<file path="src/rtl/noc_params.sv">
// Router-wide NoC parameters shared by the allocator and crossbar.
package noc_params;

   localparam int PORT_NUM = 5;
   localparam int SEL_W    = $clog2(PORT_NUM);

   typedef logic [SEL_W-1:0] port_idx_t;

endpackage

</file>
<file path="src/rtl/switch_arbiter_pkg.sv">
// Local types for the switch allocator.
package switch_arbiter_pkg;

   typedef enum logic {
      IDLE   = 1'b0,
      LOCKED = 1'b1
   } lock_t;

   localparam int PERF_W = 16;

endpackage

</file>
<file path="src/rtl/switch_arbiter_rr_arbiter.sv">
// Round-robin priority pick: first set request at or after ptr, wrapping.
module rr_arbiter #(
   parameter int N = 5,
   parameter int W = $clog2(N)
) (
   input  logic [N-1:0] req,
   input  logic [W-1:0] ptr,
   output logic [N-1:0] gnt,
   output logic [W-1:0] idx,
   output logic         any
);

   always_comb begin
      int c;
      c   = 0;
      gnt = '0;
      idx = '0;
      any = 1'b0;
      for (int k = 0; k < N; k++) begin
         c = (int'(ptr) + k) % N;
         if (!any && req[c]) begin
            any    = 1'b1;
            idx    = W'(c);
            gnt[c] = 1'b1;
         end
      end
   end

endmodule

</file>
<file path="src/rtl/switch_arbiter.sv">
// Per-output wormhole switch allocator with round-robin between packets.
// Optional SWITCH_ARB_PERF_EN adds per-output granted-flit counters.
module switch_arbiter #(
   parameter int PORT_NUM = noc_params::PORT_NUM,
   parameter int SEL_W    = $clog2(PORT_NUM)
) (
   input  logic                            clk,
   input  logic                            rst,
   input  logic [PORT_NUM-1:0]             req_i,
   input  logic [PORT_NUM-1:0][SEL_W-1:0]  req_port_i,
   input  logic [PORT_NUM-1:0]             req_head_i,
   input  logic [PORT_NUM-1:0]             req_tail_i,
   input  logic [PORT_NUM-1:0]             out_ready_i,
   output logic [PORT_NUM-1:0]             grant_o,
   output logic [PORT_NUM-1:0][SEL_W-1:0]  input_sel_o,
`ifdef SWITCH_ARB_PERF_EN
   output logic [PORT_NUM-1:0][15:0]       perf_grant_cnt_o,
`endif
   output logic [PORT_NUM-1:0]             out_valid_o
);

   import switch_arbiter_pkg::*;

   lock_t            lock_q  [PORT_NUM];
   lock_t            lock_d  [PORT_NUM];
   logic [SEL_W-1:0] owner_q [PORT_NUM];
   logic [SEL_W-1:0] owner_d [PORT_NUM];
   logic [SEL_W-1:0] ptr_q   [PORT_NUM];
   logic [SEL_W-1:0] ptr_d   [PORT_NUM];

   logic [PORT_NUM-1:0] elig    [PORT_NUM];
   logic [PORT_NUM-1:0] arb_gnt [PORT_NUM];
   logic [SEL_W-1:0]    arb_idx [PORT_NUM];
   logic                arb_any [PORT_NUM];
   logic [PORT_NUM-1:0] fire;

   function automatic logic [SEL_W-1:0] inc_idx(input logic [SEL_W-1:0] i);
      return (int'(i) == PORT_NUM - 1) ? '0 : i + SEL_W'(1);
   endfunction

   // A locked output only sees its owner, so the same picker serves both states.
   always_comb begin
      for (int o = 0; o < PORT_NUM; o++) begin
         for (int p = 0; p < PORT_NUM; p++) begin
            elig[o][p] = req_i[p] && (req_port_i[p] == SEL_W'(o)) &&
                         ((lock_q[o] == LOCKED) ? (owner_q[o] == SEL_W'(p))
                                                : req_head_i[p]);
         end
         fire[o] = rst && out_ready_i[o] && arb_any[o];
      end
   end

   for (genvar g = 0; g < PORT_NUM; g++) begin : g_arb
      rr_arbiter #(
         .N (PORT_NUM),
         .W (SEL_W)
      ) u_rr (
         .req (elig[g]),
         .ptr (ptr_q[g]),
         .gnt (arb_gnt[g]),
         .idx (arb_idx[g]),
         .any (arb_any[g])
      );
   end

   always_ff @(posedge clk) begin
      if (!rst) begin
         for (int o = 0; o < PORT_NUM; o++) begin
            lock_q[o]  <= IDLE;
            owner_q[o] <= '0;
            ptr_q[o]   <= '0;
         end
      end else begin
         for (int o = 0; o < PORT_NUM; o++) begin
            lock_q[o]  <= lock_d[o];
            owner_q[o] <= owner_d[o];
            ptr_q[o]   <= ptr_d[o];
         end
      end
   end

   always_comb begin
      for (int o = 0; o < PORT_NUM; o++) begin
         lock_d[o]  = lock_q[o];
         owner_d[o] = owner_q[o];
         ptr_d[o]   = ptr_q[o];
         if (fire[o]) begin
            case (lock_q[o])
               IDLE: begin
                  if (req_tail_i[arb_idx[o]]) begin
                     ptr_d[o] = inc_idx(arb_idx[o]);
                  end else begin
                     lock_d[o]  = LOCKED;
                     owner_d[o] = arb_idx[o];
                  end
               end
               LOCKED: begin
                  if (req_tail_i[arb_idx[o]]) begin
                     lock_d[o] = IDLE;
                     ptr_d[o]  = inc_idx(owner_q[o]);
                  end
               end
               default: lock_d[o] = IDLE;
            endcase
         end
      end
   end

   always_comb begin
      grant_o = '0;
      for (int o = 0; o < PORT_NUM; o++) begin
         out_valid_o[o] = fire[o];
         input_sel_o[o] = fire[o] ? arb_idx[o] : '0;
         grant_o        = grant_o | (fire[o] ? arb_gnt[o] : '0);
      end
   end

`ifdef SWITCH_ARB_PERF_EN
   logic [PORT_NUM-1:0][PERF_W-1:0] cnt_q;

   always_ff @(posedge clk) begin
      if (!rst) begin
         cnt_q <= '0;
      end else begin
         for (int o = 0; o < PORT_NUM; o++) begin
            if (out_valid_o[o] && (cnt_q[o] != '1)) begin
               cnt_q[o] <= cnt_q[o] + PERF_W'(1);
            end
         end
      end
   end

   assign perf_grant_cnt_o = cnt_q;
`endif

endmodule

</file>
<file path="config.mk">
export PLATFORM = sky130hd
export DESIGN_NAME = switch_arbiter
export DESIGN_NICKNAME = d
export VERILOG_FILES = /design/src/rtl/noc_params.sv /design/src/rtl/switch_arbiter_pkg.sv /design/src/rtl/switch_arbiter_rr_arbiter.sv /design/src/rtl/switch_arbiter.sv
export SDC_FILE = /design/constraint.sdc
export NUM_CORES = 1
export LEC_CHECK = 0
export CORE_MARGIN = 3
export CORE_UTILIZATION = 55
export CTS_CLUSTER_SIZE = 8
export DETAILED_ROUTE_END_ITERATION = 7
export GPL_TIMING_DRIVEN = 0
export PLACE_DENSITY = 0.73
export SYNTH_ARGS = -nofsm -noshare
export SYNTH_HDL_FRONTEND = slang
export SYNTH_SLANG_ARGS = --single-unit
</file>
<file path="constraint.sdc">
create_clock -name clk -period 16.8 [get_ports clk]
set_input_delay 4.2 -clock clk [delete_from_list [all_inputs] [get_ports clk]]
set_output_delay 4.2 -clock clk [all_outputs]
set_load 0.1 [all_outputs]
</file>
==> run_results.csv <==
group,metric,value,unit
job,cap_violations,0,
drt,drc,0,
timing,period_needed,14.56,ns
synth,synth.area.mux_share,6.99,%
floorplan,core_area,0.0264,mm²
synth,avgSynthCellArea,7.11,µm²
global_route,gr-total-overflow,0,
critical_path,critPathLaunch,"req_head_i[1]",
critical_path,critPathLaunchType,"input pin",
global_route,grt_usage,35.6,%
synth,dominantRegCellSynth,"dfxtp_1",
floorplan,io_pins,62,
status,outcome,"finished clean",
critical_path,cp_max_fo,7,
clock_network,htreeDepth,2,
critical_path,worst_setup_path_end_kind,"output pin",
timing,worst_pin_slew,1.16,ns
drt,routedWlPerCell,21.7,µm
final_layout,most-common-layout-cells,"ha_1 (175), nand2_1 (169), nor2_1 (151), a21oi_1 (140), inv_1 (126)",
min_path,holdCritPathClass,"reg -> reg",
synth,yosysUniqueCellTypes,127,
final_layout,nFillCells,2521,
critical_path,cp-endpoint,"grant_o[0]",
clock_network,cts_buffer_depth,2,
clock_network,cts_buffers,5,
pwr,ir_drop,0.116,mV
place,numPortBuffers,60,
final_layout,final_common_cell,"ha_1",
synth,postSynthCellCount,2105,
critical_path,r2r_slack,8.64,ns
timing,setup_slack,2.24,ns
final_layout,layout-drive-gt1-share,8.87,%
timing,rsz0062_at_grt,"no",
place,gp_congestion,1.04,
synth,ys_warn_count,0,
place,post-place-ws,2.55,ns
timing,setup_violations,0,
floorplan,dieArea,0.0292,mm²
drt,via_per_inst,6.99,
synth,ys_seq_area_share,4.68,%
clock_network,cts_tree,"built",
timing,period_share,86.7,%
critical_path,rr_startpoint,"ptr_q[0][3]$_SDFFE_PN0P_",
final_layout,diodes,0,
critical_path,critical_path_class,"in -> out",
global_route,grt_start_max_net_pins,14,
critical_path,required,12.60,ns
timing,fin_worst_skew,0.0100,ns
drt,vias,17600,
synth,synth-compound-area-share,36.1,%
pwr,power_density,146,mW/mm²
synth,netlist_area,0.0150,mm²
clock_network,cts_hold_buf,0,
clock_network,cts-resized-gates,0,
floorplan,die-width,171,µm
final_layout,area_delta_synth_final,8.05,%
pwr,p_leak,0.00621,µW
synth,synth_top_family_by_area,"compound AO/OA/AOI/OAI gates",
global_route,antenna_found_initial,0,
final_layout,nNetsFinal,2388,
timing,fmax,0.0687,GHz
pwr,p_total,2350,µW
timing,holdWs,0.516,ns
floorplan,die_h,171,µm
clock_network,clockRootBuffer,"clkbuf_16",
final_layout,multi_input_area,0.0133,mm²
clock_network,cts.sinks,35,
drt,ant_nets,0,
timing,drv_slew,0,
final_layout,finalNonFillerCells,2510,
timing,hold_viol,0,
drt,first_iter_violations,2098,
place,place_inst,2502,
clock_network,path_clk_slew,0.06,ns
critical_path,reg2reg_to,"ptr_q[0][5]$_SDFFE_PN0P_",
critical_path,ff2ff_path_depth,29,
place,hpwl,43200,µm
min_path,holdPathStages,2,
clock_network,post_cts_buffers,0,
synth,synth-adder-area-share,14.9,%
timing,max_slew_margin,21.6,%
final_layout,register_area,701,µm²
synth,synth_xor_area_share,2.61,%
synth,ys_ff_latch,35,
synth,synth_edf_count,0,
drt,drt-pass1-iter-count,6,
synth,syn_nets,2319,
synth,async_reset_ff_share,0,%
global_route,grt_pass1_vias,16100,
timing,tns,0,ns
floorplan,std_cell_rows,59,
floorplan,initial_core_util,56.6,%
critical_path,crit_arrival,10.36,ns
clock_network,clk_latency,0.29,ns
synth,yosys.area_share.simple,28.1,%
global_route,grt_pass1_wl,85600,µm
drt,drt-total-wl,54500,µm
-- cell families (layout without fill, tap and decap cells) --
| group | after synthesis | count (layout) |
|---|---|---|
| xor+xnor | 42 | 42 |
| buf+inv | 240 | 310 |
| flops | 35 | 35 |
| simple gates | 783 | 783 |
| fa+ha+maj | 177 | 177 |
| mux | 95 | 95 |
| compound gates | 733 | 733 |
-- through the flow --
| step | instance area, µm² | utilization (%) |
|---|---|---|
| after floorplan | 15000 | - |
| after global placement | 16000 | 60.5 |
| after detailed placement | 16000 | 60.5 |
| after CTS | 16200 | 61.1 |
| after global routing | 16200 | 61.1 |
| final | 16200 | 61.1 |
-- worst max-delay path, cell delays in order --
cell and delay [ns]:
clkdlybuf4s50_1 0.65, nor2b_1 0.25, o21ai_0 0.81, a221o_1 0.35, a21o_1 0.26, a21boi_1 0.46, and3_4 0.31, nand3_1 0.18
or4_1 0.60, o311ai_0 0.52, a22oi_1 0.24, o2111ai_1 0.28, clkdlybuf4s50_1 1.22
-- worst min-delay path by stage --
stage,slack [ns],from,end
global route,0.54,owner_q[0][13]$_SDFFE_PN0P_,owner_q[0][13]$_SDFFE_PN0P_
detailed placement,0.51,owner_q[0][4]$_SDFFE_PN0P_,owner_q[0][4]$_SDFFE_PN0P_
global placement,0.49,owner_q[0][13]$_SDFFE_PN0P_,owner_q[0][13]$_SDFFE_PN0P_
floorplan,0.47,owner_q[0][4]$_SDFFE_PN0P_,owner_q[0][4]$_SDFFE_PN0P_
CTS,0.51,owner_q[0][13]$_SDFFE_PN0P_,owner_q[0][13]$_SDFFE_PN0P_
finish,0.52,owner_q[0][13]$_SDFFE_PN0P_,owner_q[0][13]$_SDFFE_PN0P_
-- final cells by class --
cell class | instances | area share [%]
Tap cell | 335 | 2.59
Buffer | 97 | 2.71
Inverter | 143 | 3.32
Clock inverter | 3 | 0.286
Timing Repair Buffer | 62 | 3.78
Sequential cell | 35 | 4.34
Multi-Input combinational cell | 1830 | 82.2
Clock buffer | 5 | 0.774
-- cell usage after synthesis (12+ instances only) --
cell type / n / area, µm²
a211o_1: 13 / 114
a211oi_1: 29 / 218
a21boi_0: 15 / 113
a21o_1: 26 / 195
a21oi_1: 140 / 701
a22oi_1: 13 / 97.6
a31oi_1: 30 / 188
a32oi_1: 13 / 114
and2_1: 20 / 125
and3_1: 17 / 106
buf_2: 28 / 140
clkbuf_1: 49 / 184
dfxtp_1: 35 / 701
ha_1: 175 / 2190
inv_1: 126 / 473
mux2_2: 25 / 282
mux2i_1: 64 / 641
nand2_1: 169 / 634
nand2b_1: 47 / 294
nand3_1: 79 / 395
nand3b_1: 21 / 158
nand4_1: 24 / 150
nor2_1: 151 / 567
nor2b_1: 37 / 231
nor3_1: 59 / 295
nor4_1: 23 / 144
o2111ai_1: 17 / 149
o211ai_1: 25 / 188
o21a_1: 14 / 105
o21ai_0: 111 / 556
o221ai_1: 14 / 123
o22ai_1: 24 / 150
o311ai_0: 12 / 105
o31ai_1: 28 / 210
o32ai_1: 17 / 149
or2_2: 26 / 163
or3_1: 24 / 150
xnor2_1: 35 / 307
-- state kept, by name, summed over array words and instances, names as in the netlist --
register  flops
lock_q        5
owner_q      15
ptr_q        15
-- layer usage --
metal / routed length, µm / vias up / track usage [%]
met5: 0 / - / 0
met4: 1920 / 0 / 12.1
met3: 4450 / 144 / 4.27
met2: 24900 / 912 / 59.0
met1: 23300 / 8309 / 48.0
li1: - / 8186 / -
-- where the power goes --
part / switching [µW] / total (µW) / internal, µW
Clock: 42.7 / 113 / 70.7
Sequential: 32.7 / 132 / 98.8
Combinational: 1380 / 2110 / 734
Total: 1450 / 2350 / 903
Power figures use the tool's default switching activity.
